<file path="config.mk">
export PLATFORM = sky130hd
export DESIGN_NAME = rs_enc_lfsr_flat
export DESIGN_NICKNAME = d
export VERILOG_FILES = /design/src/rtl/rs_pkg.sv /design/src/rtl/rs_enc_lfsr_if.sv /design/src/rtl/gf2m8_multi.sv /design/src/rtl/rs_enc_lfsr_core.sv /design/src/rtl/rs_enc_lfsr.sv /design/src/flat_wrapper.sv
export SDC_FILE = /design/constraint.sdc
export NUM_CORES = 1
export LEC_CHECK = 0
export ABC_AREA = 1
export BUFFER_PORTS_ARGS = -buffer_cell sky130_fd_sc_hd__buf_4
export CAP_MARGIN = 20
export CELL_PAD_IN_SITES_DETAIL_PLACEMENT = 1
export CELL_PAD_IN_SITES_GLOBAL_PLACEMENT = 2
export CORE_AREA = 3 3 183 185
export DETAILED_ROUTE_END_ITERATION = 12
export DIE_AREA = 0 0 186 188
export GPL_TIMING_DRIVEN = 1
export PLACE_DENSITY = 0.76
export SYNTH_ARGS = -nofsm -noshare
export SYNTH_HDL_FRONTEND = slang
export SYNTH_HIERARCHICAL = 1
export SYNTH_SLANG_ARGS = --single-unit
</file>
<file path="constraint.sdc">
create_clock -name clk -period 2.45 [get_ports clk]
set_input_delay 0.3675 -clock clk [delete_from_list [all_inputs] [get_ports clk]]
set_output_delay 0.3675 -clock clk [all_outputs]
set_load 0.1 [all_outputs]
</file>
<file path="src/rtl/rs_pkg.sv">
// Shared constants for the GF(2^8) RS(n, n-4) encoder: field polynomial,
// generator g(x) = (x+a^0)(x+a^1)(x+a^2)(x+a^3) coefficients and the FSM state type.
package rs_pkg;
  localparam logic [8:0] GF_POLY = 9'h11D;
  localparam int         NPAR    = 4;
  localparam logic [7:0] G3 = 8'h0F;
  localparam logic [7:0] G2 = 8'h36;
  localparam logic [7:0] G1 = 8'h78;
  localparam logic [7:0] G0 = 8'h40;
  // GEN[i] is the tap feeding LFSR stage p[i]
  localparam logic [NPAR-1:0][7:0] GEN = {G3, G2, G1, G0};

  typedef enum logic {MSG, PAR} enc_state_e;
endpackage

</file>
<file path="src/rtl/rs_enc_lfsr_if.sv">
// Stream bundle for the RS encoder: message input stream and codeword output stream.
// RS_ENC_ERRINJ_EN adds the error-injection request signals.
interface rs_enc_lfsr_if;
  logic       enc_in_vld;
  logic       enc_in_rdy;
  logic [7:0] enc_in_data;
  logic       enc_out_vld;
  logic       enc_out_rdy;
  logic [7:0] enc_out_data;
  logic       enc_out_sop;
  logic       enc_out_eop;
  logic       enc_out_par;
`ifdef RS_ENC_ERRINJ_EN
  logic       enc_err_arm;
  logic [7:0] enc_err_pos;
  logic [7:0] enc_err_mask;
`endif

  modport master (
`ifdef RS_ENC_ERRINJ_EN
    output enc_err_arm, enc_err_pos, enc_err_mask,
`endif
    output enc_in_vld, enc_in_data, enc_out_rdy,
    input  enc_in_rdy, enc_out_vld, enc_out_data, enc_out_sop, enc_out_eop, enc_out_par
  );

  modport slave (
`ifdef RS_ENC_ERRINJ_EN
    input  enc_err_arm, enc_err_pos, enc_err_mask,
`endif
    input  enc_in_vld, enc_in_data, enc_out_rdy,
    output enc_in_rdy, enc_out_vld, enc_out_data, enc_out_sop, enc_out_eop, enc_out_par
  );
endinterface

</file>
<file path="src/rtl/gf2m8_multi.sv">
// Combinational GF(2^8) multiplier, z = x*y mod GF_POLY.
module gf2m8_multi
  import rs_pkg::*;
(
  input  logic [7:0] x,
  input  logic [7:0] y,
  output logic [7:0] z
);
  logic [7:0] acc;
  logic [7:0] a;

  always_comb begin
    acc = '0;
    a   = x;
    for (int i = 0; i < 8; i++) begin
      if (y[i]) acc = acc ^ a;
      a = a[7] ? ((a << 1) ^ GF_POLY[7:0]) : (a << 1);
    end
    z = acc;
  end
endmodule

</file>
<file path="src/rtl/rs_enc_lfsr_core.sv">
// Parity LFSR: divides the message by g(x) on load, shifts remainder out (zero fill) on shift.
module rs_enc_lfsr_core
  import rs_pkg::*;
(
  input  logic       clk,
  input  logic       rst,
  input  logic       load,
  input  logic       shift,
  input  logic [7:0] din,
  output logic [7:0] par_out
);
  logic [NPAR-1:0][7:0] p, p_up, p_nxt, prod;
  logic [7:0]           fb;

  assign fb      = din ^ p[NPAR-1];
  assign par_out = p[NPAR-1];
  assign p_up    = {p[NPAR-2:0], 8'h00};

  for (genvar i = 0; i < NPAR; i++) begin : g_tap
    gf2m8_multi u_mul (.x(fb), .y(GEN[i]), .z(prod[i]));
  end

  always_comb begin
    p_nxt = p;
    if (load)       p_nxt = p_up ^ prod;
    else if (shift) p_nxt = p_up;
  end

  always_ff @(posedge clk) begin
    if (rst) p <= '0;
    else     p <= p_nxt;
  end
endmodule

</file>
<file path="src/rtl/rs_enc_lfsr.sv">
// Systematic streaming RS(MSG_LEN+4, MSG_LEN) encoder: message passthrough then 4 parity symbols.
// Optional RS_ENC_ERRINJ_EN: XORs a mask into one armed codeword symbol.
module rs_enc_lfsr
  import rs_pkg::*;
#(
  parameter int MSG_LEN = 251
)(
  input  logic         clk,
  input  logic         rst,
  rs_enc_lfsr_if.slave bus
);
  enc_state_e state, state_nxt;
  logic [7:0] cnt, cnt_nxt;
  logic       free, in_rdy, in_xfer, par_step;
  logic [7:0] par_out, sym, sym_o;
  logic       out_vld, out_sop, out_eop, out_par;
  logic [7:0] out_data;

  assign free     = !out_vld | bus.enc_out_rdy;
  assign in_rdy   = !rst & (state == MSG) & free;
  assign in_xfer  = bus.enc_in_vld & in_rdy;
  assign par_step = !rst & (state == PAR) & free;
  assign sym      = in_xfer ? bus.enc_in_data : par_out;

  rs_enc_lfsr_core u_core (
    .clk(clk), .rst(rst), .load(in_xfer), .shift(par_step),
    .din(bus.enc_in_data), .par_out(par_out)
  );

  always_comb begin
    state_nxt = state;
    cnt_nxt   = cnt;
    if (in_xfer) begin
      if (cnt == 8'(MSG_LEN-1)) begin
        cnt_nxt   = '0;
        state_nxt = PAR;
      end else cnt_nxt = cnt + 8'd1;
    end else if (par_step) begin
      if (cnt == 8'(NPAR-1)) begin
        cnt_nxt   = '0;
        state_nxt = MSG;
      end else cnt_nxt = cnt + 8'd1;
    end
  end

  always_ff @(posedge clk) begin
    if (rst) begin
      state <= MSG;
      cnt   <= '0;
    end else begin
      state <= state_nxt;
      cnt   <= cnt_nxt;
    end
  end

`ifdef RS_ENC_ERRINJ_EN
  // A request waits in pend_* until a codeword starts, then moves to act_* for that codeword.
  logic       pend, act, start, live, hit;
  logic [7:0] pend_pos, pend_mask, act_pos, act_mask, cur_pos, cur_mask;
  logic [8:0] idx;

  assign start    = in_xfer & (cnt == 8'd0);
  assign live     = start ? (bus.enc_err_arm | pend) : act;
  assign cur_pos  = start ? (bus.enc_err_arm ? bus.enc_err_pos  : pend_pos)  : act_pos;
  assign cur_mask = start ? (bus.enc_err_arm ? bus.enc_err_mask : pend_mask) : act_mask;
  assign idx      = (state == MSG) ? {1'b0, cnt} : 9'(MSG_LEN) + {1'b0, cnt};
  assign hit      = live & (in_xfer | par_step) & (idx == {1'b0, cur_pos});
  assign sym_o    = sym ^ (hit ? cur_mask : 8'h00);

  always_ff @(posedge clk) begin
    if (rst) begin
      pend <= 1'b0;
      act  <= 1'b0;
    end else begin
      if (start) begin
        act      <= live;
        act_pos  <= cur_pos;
        act_mask <= cur_mask;
        pend     <= 1'b0;
      end else begin
        if (par_step && cnt == 8'(NPAR-1)) act <= 1'b0;
        if (bus.enc_err_arm) begin
          pend      <= 1'b1;
          pend_pos  <= bus.enc_err_pos;
          pend_mask <= bus.enc_err_mask;
        end
      end
    end
  end
`else
  assign sym_o = sym;
`endif

  always_ff @(posedge clk) begin
    if (rst) begin
      out_vld  <= 1'b0;
      out_data <= '0;
      out_sop  <= 1'b0;
      out_eop  <= 1'b0;
      out_par  <= 1'b0;
    end else if (in_xfer) begin
      out_vld  <= 1'b1;
      out_data <= sym_o;
      out_sop  <= (cnt == 8'd0);
      out_eop  <= 1'b0;
      out_par  <= 1'b0;
    end else if (par_step) begin
      out_vld  <= 1'b1;
      out_data <= sym_o;
      out_sop  <= 1'b0;
      out_eop  <= (cnt == 8'(NPAR-1));
      out_par  <= 1'b1;
    end else if (bus.enc_out_rdy) begin
      out_vld  <= 1'b0;
    end
  end

  assign bus.enc_in_rdy   = in_rdy;
  assign bus.enc_out_vld  = out_vld;
  assign bus.enc_out_data = out_data;
  assign bus.enc_out_sop  = out_sop;
  assign bus.enc_out_eop  = out_eop;
  assign bus.enc_out_par  = out_par;
endmodule

</file>
<file path="src/flat_wrapper.sv">
// flat-port wrapper written by rule: the top's interface ports become plain ports
module rs_enc_lfsr_flat import rs_pkg::*;
#(
  parameter int MSG_LEN = 251
)
  (clk, rst, bus_enc_in_vld, bus_enc_in_data, bus_enc_out_rdy, bus_enc_in_rdy, bus_enc_out_vld, bus_enc_out_data, bus_enc_out_sop, bus_enc_out_eop, bus_enc_out_par);
  rs_enc_lfsr_if bus_i ();
  input  logic clk;
  input  logic rst;
  input wire logic [$bits(bus_i.enc_in_vld)-1:0] bus_enc_in_vld;
  input wire logic [$bits(bus_i.enc_in_data)-1:0] bus_enc_in_data;
  input wire logic [$bits(bus_i.enc_out_rdy)-1:0] bus_enc_out_rdy;
  output wire logic [$bits(bus_i.enc_in_rdy)-1:0] bus_enc_in_rdy;
  output wire logic [$bits(bus_i.enc_out_vld)-1:0] bus_enc_out_vld;
  output wire logic [$bits(bus_i.enc_out_data)-1:0] bus_enc_out_data;
  output wire logic [$bits(bus_i.enc_out_sop)-1:0] bus_enc_out_sop;
  output wire logic [$bits(bus_i.enc_out_eop)-1:0] bus_enc_out_eop;
  output wire logic [$bits(bus_i.enc_out_par)-1:0] bus_enc_out_par;
  assign bus_i.enc_in_vld = bus_enc_in_vld;
  assign bus_i.enc_in_data = bus_enc_in_data;
  assign bus_i.enc_out_rdy = bus_enc_out_rdy;
  assign bus_enc_in_rdy = bus_i.enc_in_rdy;
  assign bus_enc_out_vld = bus_i.enc_out_vld;
  assign bus_enc_out_data = bus_i.enc_out_data;
  assign bus_enc_out_sop = bus_i.enc_out_sop;
  assign bus_enc_out_eop = bus_i.enc_out_eop;
  assign bus_enc_out_par = bus_i.enc_out_par;
  rs_enc_lfsr #(.MSG_LEN(MSG_LEN)) u_core (.clk(clk), .rst(rst), .bus(bus_i));
endmodule
</file>
==> impl_metrics.yaml <==
worst_setup_path:
  required_ns: 2.62
  path_cells: "xor2_4 -> buf_12 -> clkbuf_16 -> buf_4 -> nand2_2 -> nand2_2 -> nand2_1 -> nand2_2 -> nor2_1 -> or2_1 -> nand3_1 -> nand2_1 -> nand2_1 -> nand2_1 -> nand2_1 -> nand2_1 -> nand2_1 -> a21oi_1"
  cp_slowest_cell: "dfxtp_4"
  timing_worst_setup_path_type: "reg2reg"
  endpoint_kind: "register"
  critPathArrivalTime_ns: 2.53
  slowest_delay_ns: 0.37
  cp-start-kind: "register"
  path_delay_family: "simple AND/OR/NAND/NOR gates"
  crit_fanout: 6
  crit_top_cell: "nand2_1"
  path_buf_inv: 3
place:
  gp_congestion: 0.841
  place_hpwl_um: 27800
  place_area_um2: 11700
  portBuffers: 24
synth:
  synth-seq-cells: 53
  synth_xor_xnor_area_share_pct: 12.0
  synth_compound_area_share_pct: 4.14
  yosysSeqAreaShare_pct: 11.2
  synth_top_family_by_area: "simple AND/OR/NAND/NOR gates"
  syn_avg_cell_area_um2: 5.27
  synth_cell_type_count: 34
  synthSimpleGateAreaFrac_pct: 58.9
  yosys_warnings: 6
  synthAdderAreaFrac_pct: 0.395
  yosys-mux-area-fraction_pct: 0
  synthCells: 1804
  synthesis.area_um2: 9510
run_status:
  status: "complete, no violations"
cts:
  cts_num_sinks: 53
  cts_tree: "done"
  htreeDepth: 2
  clock_latency_ns: 0.30
  cts_hold_buffers: 0
  root_buffer: "clkbuf_16"
  cts_buffer_depth: 2
  numCtsBuffers: 5
  clkSlewWorstSetupHoldPaths_ns: 0.07
pwr:
  p_clk_share_pct: 10.5
  p_seq_share_pct: 12.3
  power-per-cell-area_nw_per_um2: 605
  ir_worst_vdd_v: 0.000317
  p_switching_mw: 4.09
  leakage_nw: 7.22
  combPwrFrac_pct: 77.2
  p_int_mw: 3.88
  p_sw_share_pct: 51.3
layout:
  multi_input_area_um2: 8380
  nets: 2131
  layout_commonest_cell: "nand2_1"
  drive_above_1_share_pct: 26.5
  final_area_um2: 13200
  seq_area_um2: 1090
  final_cell_mix: "716 x nand2_1, 204 x inv_1, 197 x buf_4, 176 x nand3_1, 137 x nand2_2"
  antenna_cells: 0
  syn_to_final_growth_pct: 38.4
  nFillCells: 4462
sta:
  timing.fmax_ghz: 0.425
  fin_setup_tns_ns: 0
  hold_viol: 0
  tightest_slew_ns: 0.865
  min_period_ns: 2.35
  fin_worst_skew_ns: 0.00445
  relSlewSlack_pct: 42.3
  finalCritPeriodShare_pct: 96.0
  fin_hold_ws_ns: 0.365
  setup_viol: 0
  rsz0062_at_grt: "true"
  final_max_slew_viol_count: 0
floorplanning:
  start_util_pct: 29.5
  die_w_um: 186
  ioPinCount: 25
  rows: 66
  coreArea_um2: 32200
  dieArea_um2: 35000
  dieHeight_um: 188
detailed_routing:
  drt_iter0_drc: 428
  via_per_inst: 4.61
  drcViolationCount: 0
  routedWlPerCell_um: 14.3
  first_pass_iters: 4
  vias: 11600
  ant_nets: 0
  wirelength_um: 36000
global_route:
  grt_start_max_net_pins: 32
  grt_pass1_wl_um: 56700
  antenna_found_initial: 0
  grt_usage_pct: 19.7
  first_global_vias: 11700
  gr-total-overflow: 0
run:
  cap_violations: 0
worst_hold_path:
  min_path_type: "in2reg"
## power by group through the flow
stage / logic (mW) / clock network, mW / registers [mW]
2_1_floorplan: 3.55 / 0 / 1.06
3_3_place_gp: 5.17 / 0 / 0.995
3_5_place_dp: 5.28 / 0 / 0.998
4_1_cts: 5.37 / 0.858 / 0.979
5_1_grt: 6.91 / 0.887 / 0.988
6_report: 6.16 / 0.834 / 0.980
## final cells by class
cell class                      instances  share of cell area (%)
Tap cell                              408                    3.88
Timing Repair Buffer                  233                    16.1
Clock inverter                          3                   0.333
Multi-Input combinational cell       1592                    63.6
Clock buffer                            5                   0.950
Sequential cell                        53                    8.27
Inverter                              231                    6.88
## sequential cells by signal, indices dropped and copies added, names as in the netlist
register / flops
u_core/bus.enc_out_data: 8
u_core/bus.enc_out_eop: 1
u_core/bus.enc_out_par: 1
u_core/bus.enc_out_sop: 1
u_core/bus.enc_out_vld: 1
u_core/cnt: 8
u_core/state: 1
u_core/u_core/p: 24
u_core/u_core/par_out: 8
## metrics by stage
stage | worst slack, ns | util (%) | total power, mW | instances
after global routing | -0.169 | 40.9 | 8.78 | 2525
after CTS | -0.0153 | 37.3 | 7.20 | 2476
after detailed placement | -0.149 | 36.4 | 6.28 | 2463
after floorplan | 0.0128 | - | 4.60 | 1933
after global placement | -0.0879 | 36.4 | 6.17 | 2463
final | 0.0991 | 40.9 | 7.97 | 2525
## cells by family after synthesis
logic type / Yosys count
AO/OA/AOI/OAI: 74
XOR/XNOR: 113
adder cells (fa/ha/maj): 3
buffers and inverters: 288
flip-flops: 53
other: 2
AND/OR/NAND/NOR: 1271
## Yosys cell counts (all sizes together)
cell type  count  share of area (%)
ha             3               0.39
a21oi         43                2.3
dfxtp         53                 11
o21bai         1              0.079
inv          231                9.1
nand2        886                 38
nand4         15               0.99
o22ai          3               0.20
nand3b        16                1.3
clkbuf         4               0.16
conb           2              0.079
o21ai         19                1.1
nand3        216                 12
nand2b         3               0.20
nor2         128                5.6
buf           53                4.1
xnor2         57                6.8
xor2          56                5.2
a31oi          8               0.53
nor3           2               0.16
or2            5               0.33
## worst min-delay path: cells and delay by family
kind                   cells  cell delay [ns]
buffers and inverters      1             0.12
AOI/OAI and AO/OA          1             0.07
and+or+nand+nor            1             0.06
## repair_timing
item,4_1_cts,5_1_grt
gates cloned,1,5
endpoints found under the setup margin,24,30
buffers inserted,4,45
pin swaps,3,72
gates resized for setup,14,209
## path summary, 6_finish.rpt
check / start / endpoint / slack [ns] / cells past startpoint
setup / recovery: u_core/u_core/par_out[7] / u_core/u_core/p[23] / 0.1 / 18
hold / removal: bus_enc_in_data[0] / u_core/bus.enc_out_data[0] / 0.36 / 3
setup reg to reg: u_core/u_core/par_out[7] / u_core/u_core/p[23] / 0.1 / 18
hold reg to reg: u_core/u_core/p[5] / u_core/u_core/p[5] / 0.49 / 2
## routing by layer
layer	vias to the layer above	GRT usage (%)	share of wire (%)
met3	38	1.24	2.7
met2	88	35.7	50
met1	5509	25.8	45
li1	6009	-	-
met4	0	3.12	1.7
met5	-	0	0
Note: power is estimated with default switching activity, not from simulation.
